**src/rtl/gpu_uart_pkg.sv**
```systemverilog
// Shared definitions for the GPU host UART link: the receiver that
// assembles the register frame and the readback transmitter that echoes it.
package gpu_uart_pkg;

    // 50 MHz system clock divided down to 115200 baud.
    localparam int CLKS_PER_BIT_DEFAULT = 434;

    // Header byte that marks the start of a readback frame.
    localparam logic [7:0] SYNC_BYTE = 8'hA5;

    // Register bytes in one host frame: vertices, normal, light, VP matrix
    // and render_mode. The receiver assembles the same count.
    localparam int FRAME_BYTES = 60;

    // Per-byte line states of the 8N1 transmitter.
    typedef enum logic [2:0] {
        TX_IDLE  = 3'd0,
        TX_LOAD  = 3'd1,
        TX_START = 3'd2,
        TX_DATA  = 3'd3,
        TX_STOP  = 3'd4
    } tx_state_e;

    // Frame-level sequencing states of the readback transmitter.
    typedef enum logic [1:0] {
        SEQ_IDLE = 2'd0,
        SEQ_LOAD = 2'd1,
        SEQ_SEND = 2'd2
    } seq_state_e;

    // Bytes that go out on the line for one frame, header included.
    function automatic int frame_len(input int num_bytes, input int send_sync);
        return num_bytes + ((send_sync != 0) ? 1 : 0);
    endfunction

endpackage

```
**src/rtl/uart_readback_tx_if.sv**
```systemverilog
// Link between the readback transmitter, its requester and the register
// file read mux. The master side issues start and returns register bytes;
// the slave side is the transmitter.
interface uart_readback_tx_if;

    logic       start;
    logic [6:0] rd_idx;
    logic [7:0] rd_data;
    logic       tx;
    logic       busy;
    logic       done;

    modport master (
        output start,
        output rd_data,
        input  rd_idx,
        input  tx,
        input  busy,
        input  done
    );

    modport slave (
        input  start,
        input  rd_data,
        output rd_idx,
        output tx,
        output busy,
        output done
    );

endinterface

```
**src/rtl/uart_tx_serializer.sv**
```systemverilog
// 8N1 shift/baud engine. A load pulse captures a byte and starts a start
// bit immediately, even from the last stop cycle, so consecutive bytes are
// sent back-to-back. tx is the registered image of the current line state
// and therefore trails the state by one clock.
module uart_tx_serializer
    import gpu_uart_pkg::*;
#(
    parameter int CLKS_PER_BIT = CLKS_PER_BIT_DEFAULT
) (
    input  logic       clk,
    input  logic       reset,
    input  logic       load,
    input  logic [7:0] load_byte,
    output logic       tx,
    output logic       last_stop_cycle
);

    localparam int BAUD_W = (CLKS_PER_BIT > 1) ? $clog2(CLKS_PER_BIT) : 1;
    localparam logic [BAUD_W-1:0] BAUD_LAST = BAUD_W'(CLKS_PER_BIT - 1);
    localparam logic [BAUD_W-1:0] BAUD_ONE  = BAUD_W'(1);
    localparam logic [BAUD_W-1:0] BAUD_ZERO = BAUD_W'(0);

    tx_state_e         state_r;
    tx_state_e         state_s;
    logic [BAUD_W-1:0] baud_r;
    logic [BAUD_W-1:0] baud_s;
    logic [2:0]        bit_r;
    logic [2:0]        bit_s;
    logic [7:0]        shift_r;
    logic [7:0]        shift_s;
    logic              line_s;
    logic              tx_r;
    logic              last_stop_r;
    logic              baud_wrap_s;

    assign baud_wrap_s = (baud_r == BAUD_LAST);

    // Next line state, baud count, bit count and shift contents.
    always_comb begin
        state_s = state_r;
        baud_s  = baud_r;
        bit_s   = bit_r;
        shift_s = shift_r;
        if (load) begin
            state_s = TX_START;
            baud_s  = BAUD_ZERO;
            bit_s   = 3'd0;
            shift_s = load_byte;
        end else begin
            case (state_r)
                TX_IDLE: begin
                    state_s = TX_IDLE;
                end
                TX_START: begin
                    if (baud_wrap_s) begin
                        state_s = TX_DATA;
                        baud_s  = BAUD_ZERO;
                        bit_s   = 3'd0;
                    end else begin
                        baud_s = baud_r + BAUD_ONE;
                    end
                end
                TX_DATA: begin
                    if (baud_wrap_s) begin
                        baud_s  = BAUD_ZERO;
                        shift_s = {1'b0, shift_r[7:1]};
                        if (bit_r == 3'd7) begin
                            state_s = TX_STOP;
                            bit_s   = 3'd0;
                        end else begin
                            bit_s = bit_r + 3'd1;
                        end
                    end else begin
                        baud_s = baud_r + BAUD_ONE;
                    end
                end
                TX_STOP: begin
                    if (baud_wrap_s) begin
                        state_s = TX_IDLE;
                        baud_s  = BAUD_ZERO;
                    end else begin
                        baud_s = baud_r + BAUD_ONE;
                    end
                end
                default: begin
                    state_s = TX_IDLE;
                    baud_s  = BAUD_ZERO;
                    bit_s   = 3'd0;
                end
            endcase
        end
    end

    // Line level for the current state; data bits go out LSB first.
    always_comb begin
        line_s = 1'b1;
        case (state_r)
            TX_START: line_s = 1'b0;
            TX_DATA:  line_s = shift_r[0];
            default:  line_s = 1'b1;
        endcase
    end

    // State registers, registered line output and last-stop-cycle flag.
    always_ff @(posedge clk) begin
        if (reset) begin
            state_r     <= TX_IDLE;
            baud_r      <= BAUD_ZERO;
            bit_r       <= 3'd0;
            shift_r     <= 8'h00;
            tx_r        <= 1'b1;
            last_stop_r <= 1'b0;
        end else begin
            state_r     <= state_s;
            baud_r      <= baud_s;
            bit_r       <= bit_s;
            shift_r     <= shift_s;
            tx_r        <= line_s;
            last_stop_r <= (state_s == TX_STOP) && (baud_s == BAUD_LAST);
        end
    end

    assign tx              = tx_r;
    assign last_stop_cycle = last_stop_r;

endmodule

```
**src/rtl/uart_readback_tx.sv**
```systemverilog
// Readback transmitter: on start, sends an optional sync byte followed by
// register bytes 0..NUM_BYTES-1 fetched through the read port, so the host
// can verify what the GPU actually latched. Byte framing is delegated to
// uart_tx_serializer; this level owns byte counting and read indexing.
module uart_readback_tx #(
    parameter int         CLKS_PER_BIT = gpu_uart_pkg::CLKS_PER_BIT_DEFAULT,
    parameter int         NUM_BYTES    = gpu_uart_pkg::FRAME_BYTES,
    parameter int         SEND_SYNC    = 1,
    parameter logic [7:0] SYNC_BYTE    = gpu_uart_pkg::SYNC_BYTE
) (
    input  logic                 clk,
    input  logic                 reset,
    uart_readback_tx_if.slave    bus
);

    import gpu_uart_pkg::*;

    localparam bit         HAS_SYNC    = (SEND_SYNC != 0);
    localparam logic [6:0] TOTAL_BYTES = 7'(frame_len(NUM_BYTES, SEND_SYNC));

    seq_state_e state_r;
    logic [6:0] byte_cnt_r;
    logic [6:0] rd_idx_r;
    logic       busy_r;
    logic       done_r;

    logic [6:0] next_cnt_s;
    logic [6:0] next_idx_s;
    logic       more_s;
    logic       load_s;
    logic [7:0] load_byte_s;
    logic       last_stop_s;
    logic       ser_tx_s;

    // byte_cnt_r counts bytes already handed to the serializer; the next
    // register index is that count minus the header slot.
    assign next_cnt_s = byte_cnt_r + 7'd1;
    assign next_idx_s = HAS_SYNC ? byte_cnt_r : next_cnt_s;
    assign more_s     = (byte_cnt_r < TOTAL_BYTES);

    // Decide when the serializer takes a new byte and which byte it is.
    always_comb begin
        load_s      = 1'b0;
        load_byte_s = bus.rd_data;
        if (state_r == SEQ_LOAD) begin
            load_s = 1'b1;
        end else if ((state_r == SEQ_SEND) && last_stop_s && more_s) begin
            load_s = 1'b1;
        end else begin
            load_s = 1'b0;
        end
        if (HAS_SYNC && (byte_cnt_r == 7'd0)) begin
            load_byte_s = SYNC_BYTE;
        end else begin
            load_byte_s = bus.rd_data;
        end
    end

    uart_tx_serializer #(
        .CLKS_PER_BIT (CLKS_PER_BIT)
    ) u_serializer (
        .clk             (clk),
        .reset           (reset),
        .load            (load_s),
        .load_byte       (load_byte_s),
        .tx              (ser_tx_s),
        .last_stop_cycle (last_stop_s)
    );

    // Frame sequencing: accept start, step byte count and read index, end frame.
    always_ff @(posedge clk) begin
        if (reset) begin
            state_r    <= SEQ_IDLE;
            byte_cnt_r <= 7'd0;
            rd_idx_r   <= 7'd0;
            busy_r     <= 1'b0;
            done_r     <= 1'b0;
        end else begin
            done_r <= 1'b0;
            case (state_r)
                SEQ_IDLE: begin
                    byte_cnt_r <= 7'd0;
                    // A start coinciding with the done pulse belongs to the
                    // frame that just ended and is dropped.
                    if (bus.start && !done_r) begin
                        state_r  <= SEQ_LOAD;
                        busy_r   <= 1'b1;
                        rd_idx_r <= 7'd0;
                    end
                end
                SEQ_LOAD: begin
                    state_r    <= SEQ_SEND;
                    byte_cnt_r <= next_cnt_s;
                    if (next_cnt_s < TOTAL_BYTES) begin
                        rd_idx_r <= next_idx_s;
                    end
                end
                SEQ_SEND: begin
                    if (last_stop_s) begin
                        if (more_s) begin
                            byte_cnt_r <= next_cnt_s;
                            if (next_cnt_s < TOTAL_BYTES) begin
                                rd_idx_r <= next_idx_s;
                            end
                        end else begin
                            state_r <= SEQ_IDLE;
                            busy_r  <= 1'b0;
                            done_r  <= 1'b1;
                        end
                    end
                end
                default: begin
                    state_r <= SEQ_IDLE;
                    busy_r  <= 1'b0;
                end
            endcase
        end
    end

    assign bus.rd_idx = rd_idx_r;
    assign bus.tx     = ser_tx_s;
    assign bus.busy   = busy_r;
    assign bus.done   = done_r;

endmodule

```
**src/flat_wrapper.sv**
```systemverilog
// flat-port wrapper written by rule: the top's interface ports become plain ports
module uart_readback_tx_flat import gpu_uart_pkg::*;
#(
    parameter int         CLKS_PER_BIT = gpu_uart_pkg::CLKS_PER_BIT_DEFAULT,
    parameter int         NUM_BYTES    = gpu_uart_pkg::FRAME_BYTES,
    parameter int         SEND_SYNC    = 1,
    parameter logic [7:0] SYNC_BYTE    = gpu_uart_pkg::SYNC_BYTE
)
  (clk, reset, bus_start, bus_rd_data, bus_rd_idx, bus_tx, bus_busy, bus_done);
  uart_readback_tx_if bus_i ();
  input  logic clk;
  input  logic reset;
  input wire logic [$bits(bus_i.start)-1:0] bus_start;
  input wire logic [$bits(bus_i.rd_data)-1:0] bus_rd_data;
  output wire logic [$bits(bus_i.rd_idx)-1:0] bus_rd_idx;
  output wire logic [$bits(bus_i.tx)-1:0] bus_tx;
  output wire logic [$bits(bus_i.busy)-1:0] bus_busy;
  output wire logic [$bits(bus_i.done)-1:0] bus_done;
  assign bus_i.start = bus_start;
  assign bus_i.rd_data = bus_rd_data;
  assign bus_rd_idx = bus_i.rd_idx;
  assign bus_tx = bus_i.tx;
  assign bus_busy = bus_i.busy;
  assign bus_done = bus_i.done;
  uart_readback_tx #(.CLKS_PER_BIT(CLKS_PER_BIT), .NUM_BYTES(NUM_BYTES), .SEND_SYNC(SEND_SYNC), .SYNC_BYTE(SYNC_BYTE)) u_core (.clk(clk), .reset(reset), .bus(bus_i));
endmodule
```
**config.mk**
```make
export PLATFORM = sky130hd
export DESIGN_NAME = uart_readback_tx_flat
export DESIGN_NICKNAME = d
export VERILOG_FILES = /design/src/rtl/gpu_uart_pkg.sv /design/src/rtl/uart_readback_tx_if.sv /design/src/rtl/uart_tx_serializer.sv /design/src/rtl/uart_readback_tx.sv /design/src/flat_wrapper.sv
export SDC_FILE = /design/constraint.sdc
export NUM_CORES = 1
export LEC_CHECK = 0
export CAP_MARGIN = 20
export CORE_MARGIN = 3
export CORE_UTILIZATION = 30
export CTS_BUF_LIST = sky130_fd_sc_hd__clkbuf_2 sky130_fd_sc_hd__clkbuf_4 sky130_fd_sc_hd__clkbuf_8
export CTS_CLUSTER_DIAMETER = 80
export DETAILED_ROUTE_END_ITERATION = 12
export PLACE_DENSITY = 0.58
export SLEW_MARGIN = 20
export SYNTH_ARGS = -nofsm -noshare
export SYNTH_HDL_FRONTEND = slang
export SYNTH_HIERARCHICAL = 1
export SYNTH_SLANG_ARGS = --single-unit
```
**constraint.sdc**
```tcl
create_clock -name clk -period 5.72 [get_ports clk]
set_input_delay 1.144 -clock clk [delete_from_list [all_inputs] [get_ports clk]]
set_output_delay 1.144 -clock clk [all_outputs]
set_load 0.05 [all_outputs]
```
-- Word-level counts from Yosys, hierarchy flattened
Index checks and enable logic that the tools add are counted.
- mux-type cells: 37
- reductions and logical operators: 21
- equal/unequal tests: 15
- bitwise logic cells: 4
- add/subtract/negate cells: 3
- $lt $le $gt $ge: 2
- operators by type and width (operator ; number):
    two-way mux 7 bit ; 6
    case mux 7 bit (3 select lines) ; 2
    two-way mux 8 bit ; 4
    two-way mux 3 bit ; 8
    equality test 9 bit (second input constant) ; 2
    two-way mux 9 bit ; 2
    case mux 3 bit (3 select lines) ; 2
    case mux 9 bit (2 select lines) ; 1
    < comparator 7 x 6 -> 1 bit (second input constant) ; 2
    adder 9 x 1 -> 9 bit (second input constant) ; 1
    equality test 3 bit (second input constant) ; 3
    AND reduction 3 bit ; 3
    != test 2 bit (second input constant) ; 4
    AND reduction 4 bit ; 2
    adder 7 x 1 -> 7 bit (second input constant) ; 1
    zero test 7 bit ; 1
    equality test 3 x 2 -> 1 bit (second input constant) ; 2
    two-way mux 1 bit ; 6
    two-way mux 2 bit ; 3
    case mux 2 bit (3 select lines) ; 1
    OR reduction 3 bit ; 2
    logical AND 1 bit ; 4
    != test 2 x 1 -> 1 bit (second input constant) ; 2
    NOT 1 bit ; 4
    12 further kinds ; 14
- word-level logic and storage cells: 93
- output and inout port bits: 10
- register bits: 43

-- Longest topological paths before layout
Gate-level depths: netlist (run 1).
- depth after elaboration: 8
- gate-level depth with buffers: 8

-- Hierarchy
The synthesis (run 1) kept the hierarchy.
- by module, submodules not included (module ; area an instance (um^2) ; cells each ; instances ; sequential area each (um^2)):
    uart_tx_serializer ; 1415.1 ; 165 ; 1 ; 500.5
    uart_readback_tx ; 1133.6 ; 124 ; 1 ; 360.3

-- Least setup slack after synthesis (run 1)
No wires, ideal clock.
- path type: input -> register
- from: input port bus_start
- to: register u_core.rd_idx_r[0], in the netlist u_core/bus.rd_idx[0]
- arrival: 2038 ps
- buffers on the path: 0
- stages on the path: 5
- setup time: 88 ps
- slack: 3594 ps
- cells stage by stage: nand2b_1 a22o_1 nand3b_4 or3_4 o32ai_2
- cells in the longest elaborated chain, start to end: 3
- RTL lines (what ; RTL line ; source):
    from (decl) ; flat_wrapper.sv:13 ; input wire logic [$bits(bus_i.start)-1:0] bus_start;
    logical AND 1 bit ; uart_readback_tx.sv:85 ; if (bus.start && !done_r) begin
    != test 2 x 1 -> 1 bit (no source line) ; -- ;
    AND reduction 4 bit (no source line) ; -- ;
    to (signal assigned) ; uart_readback_tx.sv:95 ; rd_idx_r <= next_idx_s;
    to (signal assigned) ; uart_readback_tx.sv:103 ; rd_idx_r <= next_idx_s;
    to (decl) ; uart_readback_tx.sv:23 ; logic [6:0] rd_idx_r;
Every way passes these cells.
A chain may end at the register's enable or synchronous reset.

-- Final worst setup path (run 1)
- from: register u_core.rd_idx_r[1], in the netlist u_core/bus.rd_idx[1]
- to: output port bus_rd_idx[1]
- RTL lines (what ; RTL line ; source):
    to (decl) ; flat_wrapper.sv:15 ; output wire logic [$bits(bus_i.rd_idx)-1:0] bus_rd_idx;
No word-level cell between the ends.

==> results of run 1 <==
-- where the power goes --
part / switching (mW) / internal, mW
registers: 0.0310 / 0.334
clock network: 0.105 / 0.179
logic: 0.257 / 0.166
-- sequential cells by signal, summed over array words and instances (netlist names), 2 cells and up --
name                         flops
u_core/u_serializer/baud_r       9
u_core/state_r                   2
u_core/u_serializer/bit_r        3
u_core/u_serializer/shift_r      8
u_core/byte_cnt_r                7
u_core/u_serializer/state_r      3
u_core/bus.rd_idx                7
-- routing by layer --
layer | track usage (%) | part of all wire [%] | vias up | routed length, microns
met4 | 4.202 | 1.4 | 0 | 73
met1 | 15.38 | 52 | 924 | 2706
met2 | 17.12 | 44 | 30 | 2294
met5 | 0 | 0 | - | 0
li1 | - | - | 1073 | -
met3 | 2.143 | 3.1 | 5 | 160
-- cell type report --
type,instances,area (sq um),share of cell area [%]
inverters,12,45.04,1.536
well taps,102,127.6,4.352
clock buffers,6,76.32,2.602
clock inverters,2,60.06,2.048
repair buffers,21,207.7,7.082
flip-flops and latches,43,860.8,29.35
multi-input cells,218,1555,53.03
-- synth_stat cells, types with 3 or more instances --
library cell   n  share of area, %
o21ai_0        8               1.6
mux2i_1       11               4.3
ha_1          10               4.9
nor2_1        28               4.1
nand3b_1       3              0.88
nand4_1        4              0.98
nor3b_1        3              0.88
or3_1          4              0.98
a21oi_1       22               4.3
o32ai_2        4               2.6
dfxtp_1       43                34
inv_1         12               1.8
nand2_1       20               2.9
clkbuf_1       4              0.59
o22ai_1        6               1.5
o2bb2ai_1      3               1.0
o21ai_1        3              0.59
and2_1         5               1.2
nand3_1        9               1.8
nand2b_1       8               2.0
buf_2          6               1.2
nor3_1         7               1.4
mux2_2         6               2.7
or2b_1         4               1.2
-- worst register-to-register path, cell delays in order (launching register included) --
cell and delay (ps):
dfxtp_1 480, o211a_4 230, a21oi_2 70, a31o_2 400, or2_2 390, o32ai_1 340
and4_1 240
-- through the flow --
stage / utilization (%) / hold slack (ps) / total power, mW / instance area [sq um] / instances
after floorplan: - / 433.8 / 0.7115 / 2549 / 289
after global placement: 35.10 / 455.5 / 0.7909 / 2796 / 396
after detailed placement: 35.10 / 459.8 / 0.7937 / 2796 / 396
after CTS: 36.81 / 473.5 / 1.084 / 2933 / 404
after global routing: 36.81 / 490.8 / 1.145 / 2933 / 404
final: 36.81 / 472.3 / 1.072 / 2933 / 404
-- logic make-up after synthesis --
logic type | share of synthesized area, %
AND/OR/NAND/NOR | 26.76
AO/OA/AOI/OAI | 21.70
flip-flops | 33.78
buffers and inverters | 5.203
multiplexers | 6.971
adder cells (fa/ha/maj) | 4.909
XOR/XNOR | 0.6874
-- how the worst max path moves through the flow --
stage / slack (ps) / start / cells after the start / to
3_3_place_gp: 2960 / reset / 5 / u_core/u_serializer/last_stop_cycle$_SDFF_PP0_
6_report: 3120 / u_core/bus.rd_idx[1]$_SDFFE_PP0P_ / 1 / bus_rd_idx[1]
3_5_place_dp: 2910 / reset / 5 / u_core/u_serializer/last_stop_cycle$_SDFF_PP0_
4_1_cts: 3090 / u_core/bus.rd_idx[1]$_SDFFE_PP0P_ / 1 / bus_rd_idx[1]
5_1_grt: 3070 / u_core/bus.rd_idx[1]$_SDFFE_PP0P_ / 1 / bus_rd_idx[1]
2_1_floorplan: 3590 / bus_start / 5 / u_core/bus.rd_idx[0]$_SDFFE_PP0P_
==> results.sh, run 1 <==
export IMPL_outcome="complete, no violations"
export IMPL_synth_area_sq_mm=0.002549
export IMPL_critPathTopFamily="buffers and inverters"
export IMPL_setup_violations=0
export IMPL_cts_tree="done"
export IMPL_num_fill_cells=800
export IMPL_hp_class="reg2reg"
export IMPL_synth_fp_nets=310
export IMPL_wl_per_cell_microns=12.96
export IMPL_wl_microns=5235
export IMPL_layout_drive_gt1_share_pct=14.57
export IMPL_worst_pin_slew_ps=832.5
export IMPL_finalCritPeriodShare_pct=45.39
export IMPL_critical_path_startpoint_type="flop"
export IMPL_layout_commonest_cell="dfxtp_1"
export IMPL_synth_seq_area_share_pct=33.78
export IMPL_yosysWarnings=6
export IMPL_crit_arrival_ps=1450
export IMPL_synth_distinct_cells=68
export IMPL_max_stage_delay_ps=810
export IMPL_cts_num_sinks=43
export IMPL_cp_cell_sequence="clkdlybuf4s50_1"
export IMPL_final_cell_mix="43 x dfxtp_1, 28 x nor2_1, 22 x a21oi_1"
export IMPL_overflow=0
export IMPL_r2r_slack_ps=3500
export IMPL_hp_start="u_core/u_serializer/bit_r[1]$_SDFFE_PP0P_"
export IMPL_postRouteAntennaNets=0
export IMPL_max_slew_margin_pct=44.07
export IMPL_fmax_mhz=385.1
export IMPL_synthArstFlopShare_pct=0
export IMPL_clk_latency_ps=300
export IMPL_power_density_mw_per_mm2=365.5
export IMPL_grt_pass1_vias=1921
export IMPL_core_area_sq_mm=0.007968
export IMPL_first_pass_iters=5
export IMPL_rsz0062_at_grt="no"
export IMPL_worst_path_max_delay_cell="clkdlybuf4s50_1"
export IMPL_ioPinCount=21
export IMPL_detailedPlace_worstSlack_ps=2907
export IMPL_vias=2032
export IMPL_clockRootBuffer="clkbuf_8"
export IMPL_cp_max_fo=2
export IMPL_diodes=0
export IMPL_syn_avg_cell_area_sq_um=8.819
export IMPL_grt_pass1_wl_microns=9039
export IMPL_netlist_instances=289
export IMPL_holdPathStages=2
export IMPL_htreeDepth=2
export IMPL_postCtsSetupBuffers=0
export IMPL_min_period_ps=2597
export IMPL_ys_ff_latch=43
export IMPL_syn_to_final_growth_pct=15.07
export IMPL_die_x_microns=98.17
export IMPL_port_buffers=20
export IMPL_slew_viol_final=0
export IMPL_die_area_sq_mm=0.009637
export IMPL_r2r_end="u_core/u_serializer/last_stop_cycle$_SDFF_PP0_"
export IMPL_peakVddDrop_v=0.0001613
export IMPL_worst_ep_required_time_ps=4580
export IMPL_path_clk_slew_ps=90
export IMPL_dp_hpwl_microns=3679
export IMPL_drt_iter0_drc=84
export IMPL_holdBufCountCts=0
export IMPL_setup_tns_ps=0
export IMPL_p_leak_nw=1.061
export IMPL_synth_flop_cell="dfxtp_1"
export IMPL_hold_viol_final=0
export IMPL_synth_edf_count=0
export IMPL_timing_rr_start="u_core/byte_cnt_r[4]$_SDFFE_PP0P_"
export IMPL_cts_resized=0
export IMPL_critPathBufInv=1
export IMPL_critPathKind="reg2out"
export IMPL_maxCapViolations=0
export IMPL_r2r_cells=6
export IMPL_gp_congestion=0.7940
export IMPL_end_kind="primary output"
export IMPL_avgViaCountPerCell=5.030
export IMPL_holdPathEnd="u_core/u_serializer/bit_r[1]$_SDFFE_PP0P_"
export IMPL_grt_max_degree=37
export IMPL_cts_buffer_depth=2
export IMPL_start_util_pct=31.99
export IMPL_grtUsageTotal_pct=11.11
export IMPL_fin_skew_ps=11.74
export IMPL_fin_nets=322
export IMPL_die_y_microns=98.17
export IMPL_num_rows=32
export IMPL_setup_ws_ps=3123
export IMPL_cts_buffers=5
export IMPL_drc=0
export IMPL_antenna_found_initial=0
No activity file was read; power rests on OpenSTA's default activity.
==> run 2, diff against run 1 <==
PLACE_DENSITY = 0.59   (was 0.58)
clock period = 2.1 ns   (was 5.72 ns; I/O delays follow)
==> run 2 against run 1 <==
  * Hold slack got worse by 11 ps
  * Clock power increased to 2.7 times the previous value
  * First-iteration DRC count increased by 14%
  * Total power increased to 2.8 times the previous value
  * Final cell count increased by 4.7%
  * Register-to-register slack got worse by 3300 ps
  * Critical endpoint is now u_core/u_serializer/last_stop_cycle$_SDFF_PP0_
  * Clock skew decreased by 5.2 ps
  * Design area increased by 4.9%
  * Via count increased by 6.3%
  * Critical path depth increased by 5
  * Largest power group unchanged
  * Combinational power increased to 3.0 times the previous value
  * Global-route usage increased by 0.39 points
==> results.sh, run 2 (synthesis results as in run 1) <==
export IMPL_outcome="complete, no violations"
export IMPL_crit_path_start="u_core/byte_cnt_r[0]$_SDFFE_PP0P_"
export IMPL_fin_nets=341
export IMPL_holdBufCountCts=0
export IMPL_p_leak_nw=1.162
export IMPL_wl_microns=5422
export IMPL_num_rows=32
export IMPL_dpl_instance_area_sq_mm=0.002939
export IMPL_drt_iter0_drc=96
export IMPL_overflow=0
export IMPL_grt_max_degree=29
export IMPL_cp_cell_sequence="o211a_4 -> a21oi_2 -> a31o_2 -> or2_2 -> o32ai_1 -> and4_1"
export IMPL_cts_tree="done"
export IMPL_cp_max_fo=6
export IMPL_pwr_share_seq_pct=32.8
export IMPL_finalCritPeriodShare_pct=92.03
export IMPL_intPower_mw=1.922
export IMPL_ioPinCount=21
export IMPL_maxCapViolations=0
export IMPL_fin_skew_ps=6.584
export IMPL_antenna_found_initial=0
export IMPL_start_util_pct=31.99
export IMPL_timing_rr_start="u_core/byte_cnt_r[0]$_SDFFE_PP0P_"
export IMPL_htreeDepth=2
export IMPL_largest_reg_flops=9
export IMPL_worst_path_max_delay_cell="dfxtp_2"
export IMPL_die_area_sq_mm=0.009637
export IMPL_min_period_ps=1933
export IMPL_clockRootBuffer="clkbuf_8"
export IMPL_fmax_mhz=517.5
export IMPL_top_register="u_core/u_serializer/baud_r"
export IMPL_port_buffers=20
export IMPL_clk_latency_ps=290
export IMPL_grt_pass1_wl_microns=9301
export IMPL_worst_pin_slew_ps=724.5
export IMPL_hp_class="reg2reg"
export IMPL_die_y_microns=98.17
export IMPL_first_pass_iters=4
export IMPL_setup_tns_ps=0
export IMPL_postRouteAntennaNets=0
export IMPL_layout_drive_gt1_share_pct=20.25
export IMPL_cts_num_sinks=43
export IMPL_drc=0
export IMPL_setup_violations=0
export IMPL_worst_ep_required_time_ps=2340
export IMPL_crit_arrival_ps=2170
export IMPL_finalHoldWorstSlack_ps=461.5
export IMPL_vias=2159
export IMPL_diodes=0
export IMPL_die_x_microns=98.17
export IMPL_hp_start="u_core/u_serializer/bit_r[1]$_SDFFE_PP0P_"
export IMPL_power_density_mw_per_mm2=977.7
export IMPL_p_comb_share_pct=41.4
export IMPL_max_stage_delay_ps=400
export IMPL_cts_buffer_depth=2
export IMPL_syn_to_final_growth_pct=20.77
export IMPL_p_sw_mw=1.087
export IMPL_core_area_sq_mm=0.007968
export IMPL_cts_buffers=5
export IMPL_grtUsageTotal_pct=11.50
export IMPL_fin_area_sq_mm=0.003078
export IMPL_layout_commonest_cell="dfxtp_1"
export IMPL_end_kind="flop"
export IMPL_switching_share_pct=36.12
export IMPL_max_slew_margin_pct=51.37
export IMPL_hold_viol_final=0
export IMPL_avgViaCountPerCell=5.104
export IMPL_slew_viol_final=0
export IMPL_grt_pass1_vias=2060
export IMPL_path_clk_slew_ps=90
export IMPL_critPathKind="reg2reg"
export IMPL_p_clk_share_pct=25.8
export IMPL_peakVddDrop_v=0.0003147
export IMPL_final_cell_mix="41 x dfxtp_1, 28 x nor2_1, 22 x a21oi_1"
export IMPL_rsz0062_at_grt="no"
export IMPL_dp_hpwl_microns=3959
export IMPL_wl_per_cell_microns=12.82
export IMPL_gp_congestion=0.8105
export IMPL_largestRegisters="u_core/u_serializer/baud_r (9), u_core/u_serializer/shift_r (8)"
export IMPL_critical_path_startpoint_type="flop"
run 2: what timing repair did:
action,4_1_cts,5_1_grt
buffers inserted,0,0
hold endpoints to repair,0,0
resized for setup,0,2
endpoints found under the setup margin,0,1
run 2: metal layers:
| layer | wire length [microns] | track usage, % | vias up | share of wire, % |
|---|---|---|---|---|
| met5 | 0 | 0 | - | 0 |
| met4 | 72 | 4.412 | 0 | 1.3 |
| met3 | 231 | 2.929 | 7 | 4.3 |
| met2 | 2496 | 18.22 | 52 | 46 |
| met1 | 2622 | 15.04 | 992 | 48 |
| li1 | - | - | 1108 | - |
run 2: final timing paths:
path	endpoint	slack [ps]	cells after the start
setup / recovery	u_core/u_serializer/last_stop_cycle$_SDFF_PP0_	170	6
hold / removal	u_core/u_serializer/bit_r[1]$_SDFFE_PP0P_	460	2
setup reg to reg	u_core/u_serializer/last_stop_cycle$_SDFF_PP0_	170	6
hold reg to reg	u_core/u_serializer/bit_r[1]$_SDFFE_PP0P_	460	2
run 2: stage by stage:
stage | power, mW | instances | setup WS (ps) | utilization [%]
2_1_floorplan | 1.938 | 289 | 241.8 | -
3_3_place_gp | 2.244 | 415 | 120.6 | 36.89
3_5_place_dp | 2.246 | 415 | 86.71 | 36.89
4_1_cts | 3.040 | 423 | 77.74 | 38.60
5_1_grt | 3.228 | 423 | 5.918 | 38.63
6_report | 3.009 | 423 | 167.4 | 38.63
run 2: power by group through the flow:
stage                     combinational (mW)  clock, mW  sequential (mW)
after global routing                    1.39      0.829             1.00
final                                   1.25      0.777            0.986
after CTS                               1.25      0.805            0.984
after global placement                  1.25          0            0.998
after floorplan                        0.905          0             1.03
after detailed placement                1.24          0             1.00
run 2: area by class of cell:
| type | count | area, sq um |
|---|---|---|
| fillers | 826 | 4890 |
| multi-input cells | 218 | 1555 |
| flip-flops and latches | 43 | 863.3 |
| repair buffers | 40 | 350.3 |
| well taps | 102 | 127.6 |
| clock buffers | 6 | 76.32 |
| clock inverters | 2 | 60.06 |
| inverters | 12 | 45.04 |
run 2: worst max-delay path, delay by kind of cell, from the launching register on:
kind | cells | cell delay [ps]
and+or+nand+nor | 2 | 590
DFF | 1 | 400
AOI/OAI and AO/OA | 4 | 890
==> run 3, diff against run 2 <==
CORE_UTILIZATION = 54   (was 30)
CTS_BUF_LIST = sky130_fd_sc_hd__clkbuf_8   (was sky130_fd_sc_hd__clkbuf_2 sky130_fd_sc_hd__clkbuf_4 sky130_fd_sc_hd__clkbuf_8)
CTS_CLUSTER_SIZE = 12   (was default)
PLACE_DENSITY = 0.89   (was 0.59)
==> run 3 against run 2 <==
  * Sequential power fell by 0.4%
  * Sequential share of layout area grew 0.37 points
  * Total power barely moved
  * Die area fell by 42%
  * Largest power group unchanged
==> results.sh, run 3 (synthesis results as in run 1) <==
export IMPL_outcome="complete, no violations"
export IMPL_dp_hpwl_microns=4274
export IMPL_fin_skew_ps=11.00
export IMPL_hold_viol_final=0
export IMPL_cts_buffers=5
export IMPL_port_buffers=20
export IMPL_worst_ep_required_time_ps=2340
export IMPL_drt_iter0_drc=304
export IMPL_final_cell_mix="43 x dfxtp_1, 28 x nor2_1, 22 x a21oi_1, 22 x buf_4"
export IMPL_ioPinCount=21
export IMPL_grt_util_met3_pct=5.073
export IMPL_clockRootBuffer="clkbuf_8"
export IMPL_p_leak_nw=1.174
export IMPL_antenna_found_initial=0
export IMPL_clk_latency_ps=300
export IMPL_num_rows=24
export IMPL_intPower_mw=1.906
export IMPL_finalCritPeriodShare_pct=94.66
export IMPL_largestRegisters="u_core/u_serializer/baud_r (9), u_core/u_serializer/shift_r (8)"
export IMPL_maxCapViolations=0
export IMPL_grtUsageTotal_pct=22.45
export IMPL_crit_arrival_ps=2220
export IMPL_peakVddDrop_v=0.0006079
export IMPL_largest_reg_flops=9
export IMPL_fin_nets=343
export IMPL_num_fill_cells=339
export IMPL_detailedPlace_worstSlack_ps=115.2
export IMPL_worst_pin_slew_ps=493.4
export IMPL_postRouteAntennaNets=0
export IMPL_p_clk_share_pct=25.1
export IMPL_cp_max_fo=6
export IMPL_critPathKind="reg2reg"
export IMPL_gp_congestion=0.9529
export IMPL_grt_use_met2_pct=37.46
export IMPL_grt_busiest_layer="met2"
export IMPL_seqCellArea_sq_um=860.8
export IMPL_htreeDepth=2
export IMPL_diodes=0
export IMPL_first_pass_iters=5
export IMPL_pwr_share_seq_pct=32.6
export IMPL_die_x_microns=74.70
export IMPL_use_met1_pct=28.11
export IMPL_cp_cell_sequence="o211a_4 -> a21oi_2 -> a31o_2 -> or2_2 -> o32ai_1 -> and4_1"
export IMPL_path_clk_slew_ps=80
export IMPL_setup_ws_ps=112.1
export IMPL_cts_buffer_depth=2
export IMPL_die_area_sq_mm=0.005580
export IMPL_cts_num_sinks=43
export IMPL_cts_tree="done"
export IMPL_grt_pass1_wl_microns=9777
export IMPL_critical_path_startpoint_type="flop"
export IMPL_fin_cells=375
export IMPL_wl_microns=5781
export IMPL_utilization_pct=68.16
export IMPL_layout_drive_gt1_share_pct=20.43
export IMPL_rsz0062_at_grt="no"
export IMPL_max_slew_margin_pct=67.00
export IMPL_p_sw_mw=1.105
export IMPL_multi_input_area_sq_mm=0.001560
export IMPL_min_period_ps=1988
export IMPL_p_comb_share_pct=42.3
export IMPL_wl_per_cell_microns=15.42
export IMPL_core_area_sq_mm=0.004444
export IMPL_top_register="u_core/u_serializer/baud_r"
export IMPL_end_kind="flop"
export IMPL_slew_viol_final=0
export IMPL_vias=2291
export IMPL_drc=0
export IMPL_hp_class="reg2reg"
export IMPL_grt_max_degree=29
export IMPL_max_stage_delay_ps=420
export IMPL_grt_pass1_vias=2187
export IMPL_layout_commonest_cell="dfxtp_1"
export IMPL_syn_to_final_growth_pct=18.85
export IMPL_overflow=0
export IMPL_start_util_pct=57.35
export IMPL_setup_violations=0
export IMPL_power_density_mw_per_mm2=994.0
export IMPL_total_power_mw=3.011
export IMPL_die_y_microns=74.70
export IMPL_setup_tns_ps=0
export IMPL_avgViaCountPerCell=6.109
export IMPL_switching_share_pct=36.71
export IMPL_worst_path_max_delay_cell="dfxtp_1"
export IMPL_fmax_mhz=503.0
export IMPL_dp_cells=367
[run 3: area by class of cell]
type,instances,area share (%)
Clock buffer,5,2.272
Clock inverter,3,2.107
Inverter,12,1.487
Multi-Input combinational cell,218,51.51
Sequential cell,43,28.42
Tap cell,52,2.148
Timing Repair Buffer,42,12.06
[run 3: stage by stage]
step                      area (sq um)  hold WS, ps
final                             3029        471.4
after global placement            2892        443.3
after CTS                         3024        471.2
after global routing              3029        488.2
after floorplan                   2549        433.8
after detailed placement          2892        459.5
[run 3: power by group through the flow]
stage	Combinational, mW	Clock (mW)	Sequential, mW
6_report	1.27	0.757	0.982
5_1_grt	1.41	0.795	0.997
4_1_cts	1.25	0.772	0.980
3_5_place_dp	1.25	0	0.999
3_3_place_gp	1.21	0	0.992
2_1_floorplan	0.905	0	1.03
[run 3: routing by layer]
metal	vias up	share of wire, %	routed length, microns
li1	1117	-	-
met5	-	0	0
met1	1077	43	2489
met4	0	2.1	120
met3	14	6.2	356
met2	83	49	2815
[run 3: repair_timing]
action                     4_1_cts  5_1_grt
buffers inserted                 0        0
setup endpoints to repair        0       11
hold buffers                     0        0
resized for setup                0        2
[run 3: worst max-delay path, delay by kind of cell, from the launching register on]
kind            cells  cell delay (ps)
flops               1              420
compound gates      4              910
simple gates        2              600
[run 3: path summary, 6_finish.rpt]
path | cells after the start | slack [ps] | start | endpoint
max | 6 | 110 | u_core/byte_cnt_r[0]$_SDFFE_PP0P_ | u_core/u_serializer/last_stop_cycle$_SDFF_PP0_
min | 2 | 470 | u_core/u_serializer/bit_r[2]$_SDFFE_PP0P_ | u_core/u_serializer/bit_r[2]$_SDFFE_PP0P_
max reg2reg | 6 | 110 | u_core/byte_cnt_r[0]$_SDFFE_PP0P_ | u_core/u_serializer/last_stop_cycle$_SDFF_PP0_
min reg2reg | 2 | 470 | u_core/u_serializer/bit_r[2]$_SDFFE_PP0P_ | u_core/u_serializer/bit_r[2]$_SDFFE_PP0P_
